===== src/rtl/apb_spi_ctrl_if.sv =====
// APB3 bus bundle between the host bridge and the SPI controller register block.
// Latency: none, pure wiring.
// Backpressure: none, PREADY is driven by the slave.
interface apb_spi_ctrl_if;
    logic        PSEL;
    logic        PENABLE;
    logic        PWRITE;
    logic [3:0]  PADDR;
    logic [31:0] PWDATA;
    logic [31:0] PRDATA;
    logic        PREADY;
    logic        PSLVERR;

    modport master (
        output PSEL, PENABLE, PWRITE, PADDR, PWDATA,
        input  PRDATA, PREADY, PSLVERR
    );

    modport slave (
        input  PSEL, PENABLE, PWRITE, PADDR, PWDATA,
        output PRDATA, PREADY, PSLVERR
    );
endinterface


===== src/rtl/apb_spi_ctrl.sv =====
// APB3 register block that queues TX words and sequences one 16-bit SPI transfer per word.
// Latency: zero-wait-state APB; spi_send two cycles after EN & FIFO non-empty, 3 cycles min done->send.
// Backpressure: none on APB (PREADY=1); full TX FIFO rejects pushes with PSLVERR, core paced by spi_done/timeout.
module apb_spi_ctrl #(
    parameter int TX_DEPTH = 4,
    parameter int TIMEOUT  = 1024
) (
    input  logic               clk,
    input  logic               nrst,
    apb_spi_ctrl_if.slave      apb,
    output logic               spi_send,
    output logic [15:0]        spi_data_in,
    input  logic [15:0]        spi_data_out,
    input  logic               spi_done,
    output logic               irq
);

    localparam int AW = (TX_DEPTH > 1) ? $clog2(TX_DEPTH) : 1;
    localparam int CW = AW + 1;
    localparam int TW = (TIMEOUT > 1) ? $clog2(TIMEOUT) : 1;

    localparam logic [1:0] A_CTRL   = 2'd0;
    localparam logic [1:0] A_STATUS = 2'd1;
    localparam logic [1:0] A_TXDATA = 2'd2;
    localparam logic [1:0] A_RXDATA = 2'd3;

    typedef enum logic [1:0] {
        S_IDLE  = 2'd0,
        S_LOAD  = 2'd1,
        S_START = 2'd2,
        S_WAIT  = 2'd3
    } state_t;

    state_t          state_q, state_d;
    logic            en_q, en_d;
    logic            ie_q, ie_d;
    logic [15:0]     mem_q [TX_DEPTH];
    logic [15:0]     mem_d [TX_DEPTH];
    logic [AW-1:0]   wr_ptr_q, wr_ptr_d;
    logic [AW-1:0]   rd_ptr_q, rd_ptr_d;
    logic [CW-1:0]   count_q, count_d;
    logic [15:0]     tx_word_q, tx_word_d;
    logic [15:0]     rx_word_q, rx_word_d;
    logic            rx_valid_q, rx_valid_d;
    logic            ovr_q, ovr_d;
    logic            tmo_q, tmo_d;
    logic [TW-1:0]   tmo_cnt_q, tmo_cnt_d;

    logic            access;
    logic [1:0]      sel;
    logic            addr_ok;
    logic            tx_full;
    logic            tx_empty;
    logic            busy;
    logic            bus_err;
    logic            wr_ok;
    logic            rd_ok;
    logic            push;
    logic            pop;
    logic            rx_clr;
    logic            capture;
    logic            tmo_hit;
    logic [31:0]     prdata;
    logic            unused_pwdata;

    assign unused_pwdata = ^apb.PWDATA[31:16];

    // APB decode: errors are resolved before any state update so a rejected access changes nothing
    always_comb begin
        access   = apb.PSEL & apb.PENABLE;
        sel      = apb.PADDR[3:2];
        addr_ok  = (apb.PADDR[1:0] == 2'b00);
        tx_full  = (count_q == CW'(TX_DEPTH));
        tx_empty = (count_q == '0);
        busy     = (state_q != S_IDLE);
        bus_err  = access & (~addr_ok
                           | (apb.PWRITE & (sel == A_RXDATA))
                           | (apb.PWRITE & (sel == A_TXDATA) & tx_full));
        wr_ok    = access &  apb.PWRITE & ~bus_err;
        rd_ok    = access & ~apb.PWRITE & ~bus_err;
        push     = wr_ok & (sel == A_TXDATA);
        rx_clr   = rd_ok & (sel == A_RXDATA);
    end

    // Read mux: only a clean read access drives data, everything else returns zero
    always_comb begin
        prdata = '0;
        if (rd_ok) begin
            case (sel)
                A_CTRL:   prdata = {30'b0, ie_q, en_q};
                A_STATUS: prdata = {26'b0, tmo_q, ovr_q, rx_valid_q, tx_empty, tx_full, busy};
                A_RXDATA: prdata = {16'b0, rx_word_q};
                default:  prdata = '0;
            endcase
        end
    end

    assign apb.PRDATA  = prdata;
    assign apb.PREADY  = 1'b1;
    assign apb.PSLVERR = bus_err;

    // Transfer sequencer: IDLE -> LOAD (pop) -> START (send pulse) -> WAIT (done or timeout)
    always_comb begin
        state_d   = state_q;
        tx_word_d = tx_word_q;
        tmo_cnt_d = tmo_cnt_q;
        pop       = 1'b0;
        capture   = 1'b0;
        tmo_hit   = 1'b0;
        case (state_q)
            S_IDLE: begin
                if (en_q && !tx_empty) begin
                    state_d = S_LOAD;
                end
            end
            S_LOAD: begin
                pop       = 1'b1;
                tx_word_d = mem_q[rd_ptr_q];
                state_d   = S_START;
            end
            S_START: begin
                tmo_cnt_d = '0;
                state_d   = S_WAIT;
            end
            S_WAIT: begin
                if (spi_done) begin
                    capture = 1'b1;
                    state_d = S_IDLE;
                end else if (tmo_cnt_q == TW'(TIMEOUT - 1)) begin
                    tmo_hit = 1'b1;
                    state_d = S_IDLE;
                end else begin
                    tmo_cnt_d = tmo_cnt_q + TW'(1);
                end
            end
            default: state_d = S_IDLE;
        endcase
    end

    // TX FIFO: full is judged on the pre-pop count, so a push on a full FIFO is dropped even during LOAD
    always_comb begin
        mem_d    = mem_q;
        wr_ptr_d = wr_ptr_q;
        rd_ptr_d = rd_ptr_q;
        if (push) begin
            mem_d[wr_ptr_q] = apb.PWDATA[15:0];
            wr_ptr_d        = wr_ptr_q + AW'(1);
        end
        if (pop) begin
            rd_ptr_d = rd_ptr_q + AW'(1);
        end
        count_d = count_q + CW'(push) - CW'(pop);
    end

    // Control and status: hardware set beats software clear for RX_VALID, OVR and TMO
    always_comb begin
        en_d       = en_q;
        ie_d       = ie_q;
        rx_word_d  = rx_word_q;
        rx_valid_d = rx_valid_q;
        ovr_d      = ovr_q;
        tmo_d      = tmo_q;
        if (wr_ok && (sel == A_CTRL)) begin
            en_d = apb.PWDATA[0];
            ie_d = apb.PWDATA[1];
        end
        if (wr_ok && (sel == A_STATUS)) begin
            if (apb.PWDATA[4]) ovr_d = 1'b0;
            if (apb.PWDATA[5]) tmo_d = 1'b0;
        end
        if (rx_clr) begin
            rx_valid_d = 1'b0;
        end
        if (capture) begin
            rx_word_d  = spi_data_out;
            rx_valid_d = 1'b1;
            if (rx_valid_q && !rx_clr) begin
                ovr_d = 1'b1;
            end
        end
        if (tmo_hit) begin
            tmo_d = 1'b1;
        end
    end

    // State registers
    always_ff @(posedge clk or negedge nrst) begin
        if (!nrst) begin
            state_q    <= S_IDLE;
            en_q       <= 1'b0;
            ie_q       <= 1'b0;
            for (int i = 0; i < TX_DEPTH; i++) begin
                mem_q[i] <= '0;
            end
            wr_ptr_q   <= '0;
            rd_ptr_q   <= '0;
            count_q    <= '0;
            tx_word_q  <= '0;
            rx_word_q  <= '0;
            rx_valid_q <= 1'b0;
            ovr_q      <= 1'b0;
            tmo_q      <= 1'b0;
            tmo_cnt_q  <= '0;
        end else begin
            state_q    <= state_d;
            en_q       <= en_d;
            ie_q       <= ie_d;
            mem_q      <= mem_d;
            wr_ptr_q   <= wr_ptr_d;
            rd_ptr_q   <= rd_ptr_d;
            count_q    <= count_d;
            tx_word_q  <= tx_word_d;
            rx_word_q  <= rx_word_d;
            rx_valid_q <= rx_valid_d;
            ovr_q      <= ovr_d;
            tmo_q      <= tmo_d;
            tmo_cnt_q  <= tmo_cnt_d;
        end
    end

    // Core-facing outputs: the TX word is held from LOAD until the next LOAD for late sampling
    assign spi_send    = (state_q == S_START);
    assign spi_data_in = tx_word_q;
    assign irq         = ie_q & (rx_valid_q | tmo_q | (tx_empty & ~busy & en_q));

endmodule


===== src/flat_wrapper.sv =====
// flat-port wrapper written by rule: the top's interface ports become plain ports
module apb_spi_ctrl_flat 
#(
    parameter int TX_DEPTH = 4,
    parameter int TIMEOUT  = 1024
)
  (clk, nrst, spi_send, spi_data_in, spi_data_out, spi_done, irq, apb_PSEL, apb_PENABLE, apb_PWRITE, apb_PADDR, apb_PWDATA, apb_PRDATA, apb_PREADY, apb_PSLVERR);
  apb_spi_ctrl_if apb_i ();
  input  logic clk;
  input  logic nrst;
  output logic spi_send;
  output logic [15:0] spi_data_in;
  input  logic [15:0] spi_data_out;
  input  logic spi_done;
  output logic irq;
  input wire logic [$bits(apb_i.PSEL)-1:0] apb_PSEL;
  input wire logic [$bits(apb_i.PENABLE)-1:0] apb_PENABLE;
  input wire logic [$bits(apb_i.PWRITE)-1:0] apb_PWRITE;
  input wire logic [$bits(apb_i.PADDR)-1:0] apb_PADDR;
  input wire logic [$bits(apb_i.PWDATA)-1:0] apb_PWDATA;
  output wire logic [$bits(apb_i.PRDATA)-1:0] apb_PRDATA;
  output wire logic [$bits(apb_i.PREADY)-1:0] apb_PREADY;
  output wire logic [$bits(apb_i.PSLVERR)-1:0] apb_PSLVERR;
  assign apb_i.PSEL = apb_PSEL;
  assign apb_i.PENABLE = apb_PENABLE;
  assign apb_i.PWRITE = apb_PWRITE;
  assign apb_i.PADDR = apb_PADDR;
  assign apb_i.PWDATA = apb_PWDATA;
  assign apb_PRDATA = apb_i.PRDATA;
  assign apb_PREADY = apb_i.PREADY;
  assign apb_PSLVERR = apb_i.PSLVERR;
  apb_spi_ctrl #(.TX_DEPTH(TX_DEPTH), .TIMEOUT(TIMEOUT)) u_core (.clk(clk), .nrst(nrst), .apb(apb_i), .spi_send(spi_send), .spi_data_in(spi_data_in), .spi_data_out(spi_data_out), .spi_done(spi_done), .irq(irq));
endmodule

===== config.mk =====
export PLATFORM = sky130hd
export DESIGN_NAME = apb_spi_ctrl_flat
export DESIGN_NICKNAME = d
export VERILOG_FILES = /design/src/rtl/apb_spi_ctrl_if.sv /design/src/rtl/apb_spi_ctrl.sv /design/src/flat_wrapper.sv
export SDC_FILE = /design/constraint.sdc
export NUM_CORES = 1
export LEC_CHECK = 0
export ABC_AREA = 1
export CAP_MARGIN = 20
export CORE_MARGIN = 2
export CORE_UTILIZATION = 42
export DETAILED_ROUTE_END_ITERATION = 6
export GPL_TIMING_DRIVEN = 0
export PLACE_DENSITY_LB_ADDON = 0.08
export SYNTH_ARGS = -nofsm -noshare
export SYNTH_HDL_FRONTEND = slang
export SYNTH_SLANG_ARGS = --single-unit

===== constraint.sdc =====
create_clock -name clk -period 2.4 [get_ports clk]
set_input_delay 0.48 -clock clk [delete_from_list [all_inputs] [get_ports clk]]
set_output_delay 0.48 -clock clk [all_outputs]
set_load 0.1 [all_outputs]

### Word-level counts from Yosys, hierarchy flattened

Cells that the tools add are included.

* input bits: 58
* output and inout bits: 52
* logic and storage cells: 109
* register bits: 120

* bitwise operators: 24
* $lt $le $gt $ge: 3
* muxes and demuxes: 30
* add/sub/neg operators: 5
* reduce and logical (&&, ||, !) cells: 19
* equal/unequal tests: 12

Operator list (count)
* $bwmux 64: 1
* $mux 16: 3
* $pmux 16 s3: 1
* $bmux 16 s2: 1
* $demux 16 s2: 1
* $mux 32: 1
* $mux 10: 2
* $pmux 10 s2: 1
* $mux 1: 15
* $and 1x1->1: 14
* $add 10x1->10 const B: 1
* $eq 10x10->1 const B: 1
* $reduce_bool 2->1: 5
* $eq 2x2->1 const B: 4
* $pmux 2 s4: 1
* $ge 3x3->1 const B: 2
* $logic_not 2->1: 3
* $mux 2: 3
* $not 2->3: 2
* $logic_and 1x1->1: 5
* $add 2x1->2 const B: 2
* $eq 2x1->1 const B: 2
* $ne 2x2->1 const B: 2
* $not 1->1: 4
* other kinds (11): 16

### Longest topological paths before layout

Gate-level depths: netlist of run 1.

* depth in word-level cells: 12
* mapped depth: 9
* mapped depth without buffers: 8

### Worst setup path before layout of run 1

Ideal clock, no wire load.

* kind: register -> output
* from: register u_core.count_q[1]
* to: output irq
* data arrival time: 2919 ps
* path buffers: 0
* setup slack: -999 ps
* stages on the path, launching flop included: 4
* path through: dfrtp_1 > nor3_1 > nand3_1 > a21boi_0

* cells in the longest elaborated chain, start to end: 5

RTL lines
* start, declared: RTL line apb_spi_ctrl.sv:41 `logic [CW-1:0] count_q, count_d;`
* start signal, assigned: RTL line apb_spi_ctrl.sv:211 `count_q <= count_d;`
* $logic_not 3->1: RTL line apb_spi_ctrl.sv:74 `tx_empty = (count_q == '0);`
* $and 1x1->1 (2 in series): RTL line apb_spi_ctrl.sv:224 `assign irq = ie_q & (rx_valid_q | tmo_q | (tx_empty & ~busy & en_q));`
* $or 1x1->1: RTL line apb_spi_ctrl.sv:224
* $and 1x1->1: RTL line apb_spi_ctrl.sv:224
* end, declared: RTL line flat_wrapper.sv:15 `output logic irq;`

Every way passes these cells.

### Worst setup path in the final report of run 1

* from: input apb_PADDR[1]
* to: output apb_PRDATA[13]

* cells in the longest elaborated chain, start to end: 8

RTL lines
* start, declared: RTL line flat_wrapper.sv:19 `input wire logic [$bits(apb_i.PADDR)-1:0] apb_PADDR;`
* $logic_not 2->1: RTL line apb_spi_ctrl.sv:72 `addr_ok = (apb.PADDR[1:0] == 2'b00);`
* $not 1->1: RTL line apb_spi_ctrl.sv:76 `bus_err = access & (~addr_ok`
* $or 1x1->1: RTL line apb_spi_ctrl.sv:77 `| (apb.PWRITE & (sel == A_RXDATA))`
* $or 1x1->1: RTL line apb_spi_ctrl.sv:78 `| (apb.PWRITE & (sel == A_TXDATA) & tx_full));`
* $and 1x1->1: RTL line apb_spi_ctrl.sv:76
* $not 1->1: RTL line apb_spi_ctrl.sv:80 `rd_ok = access & ~apb.PWRITE & ~bus_err;`
* $and 1x1->1: RTL line apb_spi_ctrl.sv:80
* $mux 32: RTL line apb_spi_ctrl.sv:88 `if (rd_ok) begin`
* end, declared: RTL line flat_wrapper.sv:21 `output wire logic [$bits(apb_i.PRDATA)-1:0] apb_PRDATA;`

Every way passes these cells.

==> results of run 1 <==
## cell usage after synthesis (all sizes together)
master and n:
nand2 239, xor2 7, inv 36, nand3b 1, dfrtp 120, a21boi 1
a31oi 18, fa 1, clkinv 2, nand4 5, nand3 21, nor3 2
clkbuf 18, or2 1, buf 33, nor2 113, o22ai 1, a22oi 1
o21ai 108, conb 2, xnor2 3, ha 11, a21oi 4
## worst max-delay path: stages
cell             delay (ns)
clkdlybuf4s50_1        0.41
nor2_2                 0.12
nand2_2                0.09
nor2_4                 0.16
nand2_4                0.11
buf_12                 0.16
nor2_2                 0.07
buf_4                  0.29
## cells in the final DEF, fill, tap and decap left out, types with 5 or more instances in the layout
cell type	count
clkbuf_16	18
o21ai_0	64
bufinv_16	5
nand3_1	20
clkbuf_8	6
buf_6	17
nand2_1	237
dlymetal6s2s_1	11
clkdlybuf4s50_1	37
nor2_1	93
ha_1	11
inv_1	33
buf_4	28
dlygate4sd2_1	8
nor2_4	10
o21ai_1	39
xor2_1	7
dfrtp_1	120
conb_1	17
o21ai_2	5
a31oi_1	17
nor2_2	10
clkbuf_1	19
## where the power goes
part / internal (W) / switching, W
Sequential: 0.00247 / 0.000260
Clock: 0.00197 / 0.000888
Combinational: 0.000948 / 0.00273
## kinds of logic after synthesis
logic type / Yosys count / share of synthesized area, %
xor+xnor: 10 / 1.468
buf+inv: 89 / 7.696
compound gates: 133 / 11.95
flops: 120 / 50.33
other cells: 2 / 0.1259
fa+ha+maj: 12 / 2.642
simple gates: 382 / 25.79
## worst max path at each step
stage | start | to | slack [ns] | depth (start not counted)
after floorplan | apb_PADDR[1] | apb_PRDATA[3] | -0.58 | 5
after CTS | u_core.spi_data_in[12]$_DFFE_PN0P_ | spi_data_in[12] | 0.0009 | 1
after global placement | nrst | u_core.rx_word_q[13]$_DFFE_PN0P_ | -3.89 | 1
after global routing | u_core.count_q[1]$_DFF_PN0_ | irq | -0.09 | 4
final | apb_PADDR[1] | apb_PRDATA[13] | 0.03 | 8
after detailed placement | apb_PADDR[2] | apb_PRDATA[14] | -1.39 | 9
## timing repair
action,in CTS,in global routing
setup endpoints to repair,24,28
endpoints found under the hold margin,36,0
pin swaps,1,2
setup buffers,2,0
resized for setup,140,34
hold buffers,1,0
gates cloned,0,1
## final cells by class
cell class	count	area share (%)
plain buffers	51	4.319
clock inverters	7	2.057
flip-flops and latches	120	37.97
repair buffers	81	11.15
clock buffers	24	6.344
inverters	38	1.804
well taps	180	2.848
multi-input cells	554	33.51
## state kept, by name (all words and copies together) (netlist names)
register,count
u_core.state_q,2
u_core.en_q,1
u_core.tmo_q,1
u_core.rx_valid_q,1
u_core.wr_ptr_q,2
u_core.rx_word_q,16
u_core.count_q,3
u_core.rd_ptr_q,2
u_core.mem_q,64
u_core.spi_data_in,16
u_core.ovr_q,1
u_core.tmo_cnt_q,10
u_core.ie_q,1
## layer usage
metal,vias to the layer above,GRT usage (%),share of wire (%)
met5,-,0,0
li1,2605,-,-
met2,152,37.91,49
met1,2487,28.87,43
met3,34,5.443,5.6
met4,0,8.665,2.3
## through the flow
stage | util [%] | setup TNS (ns)
global route | 56.98 | -0.8028
CTS | 55.98 | 0
floorplan | - | -6.268
detailed placement | 50.91 | -21.67
global placement | 50.70 | -487.11
finish | 56.98 | 0
==> flow_summary_export.csv, run 1 <==
group,metric,value,unit
critical_path,r2r_start,"u_core.count_q[1]$_DFF_PN0_",
drt,drc,0,
synth,ys_ff_latch,120,
clocking,clock_latency,0.42,ns
min_path,hold_start,"u_core.mem_q[42]$_DFFE_PN0P_",
synth,ys_seq_area_share,50.33,%
critical_path,r2r-end,"u_core.count_q[2]$_DFF_PN0_",
grt,grt_pass1_vias,5294,
die,die_area,15180,sq um
die,fp-row-count,43,
sta,fin_skew,0.007252,ns
cells_and_area,seqCellArea,3003,sq um
drt,firstDrtPassIters,4,
min_path,hp-class,"reg2reg",
drt,wl_per_cell,15.24,um
synth,syn_area,5967,sq um
cells_and_area,finalInstanceArea,7909,sq um
grt,grt_usage,22.83,%
die,die_h,123.2,um
sta,period_minus_slack,2.371,ns
sta,grt_setup_unrepaired,"true",
synth,synth_area_leaders,"dfrtp_1, nand2_1, nor2_1, o21ai_0, o21ai_1",
placement,dp_slack,-1.390,ns
sta,max_freq,0.4217,GHz
synth,syn-instance-count,748,
clocking,htreeDepth,4,
placement,place_area,7067,sq um
cells_and_area,nFillCells,1317,
critical_path,arrival,1.89,ns
die,die_x,123.2,um
placement,gp_congestion,0.8496,
die,initial_core_util,42.99,%
sta,finalMaxSlewViolations,0,
run_status,outcome,"completed",
drt,drtIter0Drc,370,
grt,antenna_found_initial,0,
power_and_ir_drop,ir_drop,0.8785,mV
synth,synth_cell_types,32,
grt,grt_start_max_net_pins,85,
clocking,clk_pin_slew,0.05,ns
sta,slew_headroom,35.54,%
clocking,numClockSinks,120,
drt,postRouteAntennaNets,0,
die,top_level_ports,110,
drt,viasPerCell,5.003,
synth,yosys.area.top_type,"dfrtp_1",
clocking,cts_buffer_depth,2,
placement,detailed_place_hpwl,10.95,mm
synth,netlist.area_leader.share,50.33,%
critical_path,cp_max_fo,7,
critical_path,endpoint_kind,"output port",
cells_and_area,syn_to_final_growth,32.54,%
critical_path,path_class,"in2out",
min_path,whs_path_depth,2,
power_and_ir_drop,p_leak,4.044,nW
placement,portBuffers,76,
clocking,cts_tree,"built",
sta,finalHoldViolations,0,
grt,grt_pass1_wl,26.30,mm
flow_run,drv_cap,0,
synth,yosys_warnings,0,
sta,tightest_slew,0.9653,ns
sta,setup_violations,0,
critical_path,required,1.92,ns
grt,grt.overflow.total,0,
die,core-area,13880,sq um
synth,syn_avg_cell_area,7.977,sq um
sta,worst_hold_slack,0.4710,ns
critical_path,reg2reg_depth,8,
sta,setup_slack,0.02854,ns
min_path,holdPathEnd,"u_core.mem_q[42]$_DFFE_PN0P_",
power_and_ir_drop,p_per_area,1172,nW/um^2
power_and_ir_drop,p_total,0.009270,W
placement,dp_cells,1020,
clocking,numCtsBuffers,17,
cells_and_area,multiInputGateArea,2650,sq um
drt,drt-total-wl,16.08,mm
cells_and_area,nNetsFinal,933,
clocking,clockRootBuffer,"clkbuf_16",
sta,fin_crit_sh,98.81,%
drt,num_vias,5278,
critical_path,start_kind,"input port",
critical_path,reg2reg_slack,0.33,ns
cells_and_area,drive_gt1_share,13.83,%
cells_and_area,final_cells,1055,
cells_and_area,antennaDiodeCount,0,
No activity file was read; power rests on OpenSTA's default activity.
==> inputs of run 2 (changes only) <==
--- a/config.mk
+++ b/config.mk
@@ -8,10 +8,11 @@
 export ABC_AREA = 1
 export CAP_MARGIN = 20
 export CORE_MARGIN = 2
-export CORE_UTILIZATION = 42
+export CORE_UTILIZATION = 35
 export DETAILED_ROUTE_END_ITERATION = 6
-export GPL_TIMING_DRIVEN = 0
+export GPL_TIMING_DRIVEN = 1
 export PLACE_DENSITY_LB_ADDON = 0.08
+export SLEW_MARGIN = 5
 export SYNTH_ARGS = -nofsm -noshare
 export SYNTH_HDL_FRONTEND = slang
 export SYNTH_SLANG_ARGS = --single-unit
==> flow_summary_export.csv, run 2 (same netlist as run 1, synthesis figures left out) <==
group,metric,value,unit
run_status,outcome,"completed",
sta,max_freq,0.4274,GHz
die,die_area,18110,sq um
cells_and_area,utilization,47.79,%
clocking,clockRootBuffer,"clkbuf_16",
power_and_ir_drop,p_leak,3.901,nW
die,core-area,16640,sq um
cells_and_area,syn_to_final_growth,33.28,%
critical_path,path_class,"reg2out",
grt,grt_usage,18.62,%
critical_path,arrival,1.86,ns
sta,fin_skew,0.008268,ns
die,initial_core_util,35.85,%
drt,drc,0,
clocking,cts_buffer_depth,2,
sta,setup_violations,0,
critical_path,cp_slowest_stage_delay,0.44,ns
flow_run,drv_cap,0,
sta,slew_headroom,55.40,%
cells_and_area,seqCellArea,3004,sq um
critical_path,endpoint_kind,"output port",
power_and_ir_drop,ir_drop,0.5856,mV
cells_and_area,nNetsFinal,904,
cells_and_area,drive_gt1_share,16.06,%
sta,setup_slack,0.06002,ns
cells_and_area,layout.cells.most_common_list,"nand2_1, dfrtp_1, nor2_1, o21ai_0, buf_4",
placement,dp_slack,-0.1360,ns
critical_path,slowest_stage,"dfrtp_2",
grt,grt_pass1_vias,5212,
min_path,hp-class,"in2async",
grt,antenna_found_initial,0,
power_and_ir_drop,p_per_area,1147,nW/um^2
clocking,cts_tree,"built",
clocking,clock_latency,0.42,ns
critical_path,start_kind,"register",
drt,firstDrtPassIters,4,
clocking,htreeDepth,4,
cells_and_area,nFillCells,1618,
grt,grt_pass1_wl,26.17,mm
clocking,numCtsBuffers,17,
sta,period_minus_slack,2.340,ns
drt,viasPerCell,4.803,
cells_and_area,antennaDiodeCount,0,
cells_and_area,multiInputGateArea,2723,sq um
clocking,clk_pin_slew,0.05,ns
drt,postRouteAntennaNets,0,
sta,tightest_slew,0.6683,ns
sta,finalMaxSlewViolations,0,
critical_path,required,1.92,ns
drt,drt-total-wl,15.92,mm
die,top_level_ports,110,
drt,num_vias,5125,
placement,gp_congestion,0.7726,
sta,finalHoldViolations,0,
grt,grt.overflow.total,0,
sta,fin_crit_sh,97.50,%
die,fp-row-count,47,
cells_and_area,largest_reg_flops,64,
placement,portBuffers,76,
grt,grt_start_max_net_pins,49,
die,die_h,134.6,um
critical_path,worstPathCellList,"nor2_2 -> nand2_1 -> nor2_2 -> nor2_4 -> buf_4 -> buf_4 -> nor2_4 -> buf_12",
placement,detailed_place_hpwl,10.05,mm
die,die_x,134.6,um
clocking,numClockSinks,120,
cells_and_area,layout_commonest_cell,"nand2_1",
critical_path,cp_max_fo,4,
drt,drtIter0Drc,274,
drt,wl_per_cell,14.92,um
cells_and_area,top_register,"u_core.mem_q",
[run 2: cell count changes in the layout (fill, tap and decap cells not counted), sizes merged]
cell and change:
clkbuf -22, clkdlybuf4s15 -1, clkinvlp +2, dlymetal6s2s -10, buf +8, dlygate4sd2 -5, dlygate4sd3 -1, clkdlybuf4s50 -1
clkinv +3, bufinv -1
[run 2: layout make-up]
cell class | count | share of cell area [%]
Clock buffer | 21 | 5.916
Clock inverter | 11 | 2.140
Inverter | 38 | 1.794
Multi-Input combinational cell | 554 | 34.24
Sequential cell | 120 | 37.78
Tap cell | 220 | 3.461
Timing Repair Buffer | 103 | 14.68
[run 2: worst paths after layout]
kind | from | endpoint | slack (ns) | cells past startpoint
setup / recovery | u_core.count_q[1]$_DFF_PN0_ | apb_PSLVERR | 0.06 | 8
hold / removal | nrst | u_core.spi_data_in[10]$_DFFE_PN0P_ | 0.03 | 1
hold reg to reg | u_core.mem_q[5]$_DFFE_PN0P_ | u_core.mem_q[5]$_DFFE_PN0P_ | 0.47 | 2
max in group asynchronous | nrst | u_core.count_q[1]$_DFF_PN0_ | 1.73 | 2
min in group clk | u_core.mem_q[5]$_DFFE_PN0P_ | u_core.mem_q[5]$_DFFE_PN0P_ | 0.47 | 2
setup reg to reg | u_core.state_q[1]$_DFFE_PN0P_ | u_core.count_q[2]$_DFF_PN0_ | 0.54 | 7
[run 2: report_power, final]
| part | internal (W) | switching (W) |
|---|---|---|
| combinational | 0.000930 | 0.00265 |
| sequential | 0.00247 | 0.000309 |
| clock | 0.00182 | 0.000939 |
[run 2: layer usage]
metal  vias up  routed length, um  GRT usage (%)
met4         0                136          5.965
met5         -                  0              0
met3         9                820          4.917
met1      2469               7160          24.02
met2       117               7806          30.64
li1       2530                  -              -
[run 2: worst max-delay path, delay by kind of cell (launching register included)]
kind          cells  cell delay [ns]
simple gates      5             0.56
buf+inv           3             0.45
flops             1             0.44
[run 2: stage by stage]
stage | instance area [sq um] | instances | hold slack, ns | total power, W | setup TNS (ns)
finish | 7953 | 1067 | 0.03152 | 0.009119 | 0
global route | 7953 | 1067 | 0.05971 | 0.009647 | -0.01765
CTS | 7916 | 1067 | 0.03491 | 0.009203 | 0
detailed placement | 7144 | 1033 | 0.4630 | 0.006392 | -1.155
global placement | 7144 | 1033 | 0.4566 | 0.006330 | -1.053
floorplan | 6052 | 763 | 0.1844 | 0.005432 | -6.268
[run 2: repair_timing]
| action | 4_1_cts | 5_1_grt |
|---|---|---|
| gates cloned | 1 | 0 |
| gates resized for setup | 29 | 10 |
| endpoints found under the setup margin | 14 | 5 |
| pin swaps | 3 | 4 |
| setup buffers | 1 | 0 |
| hold buffers | 0 | 0 |
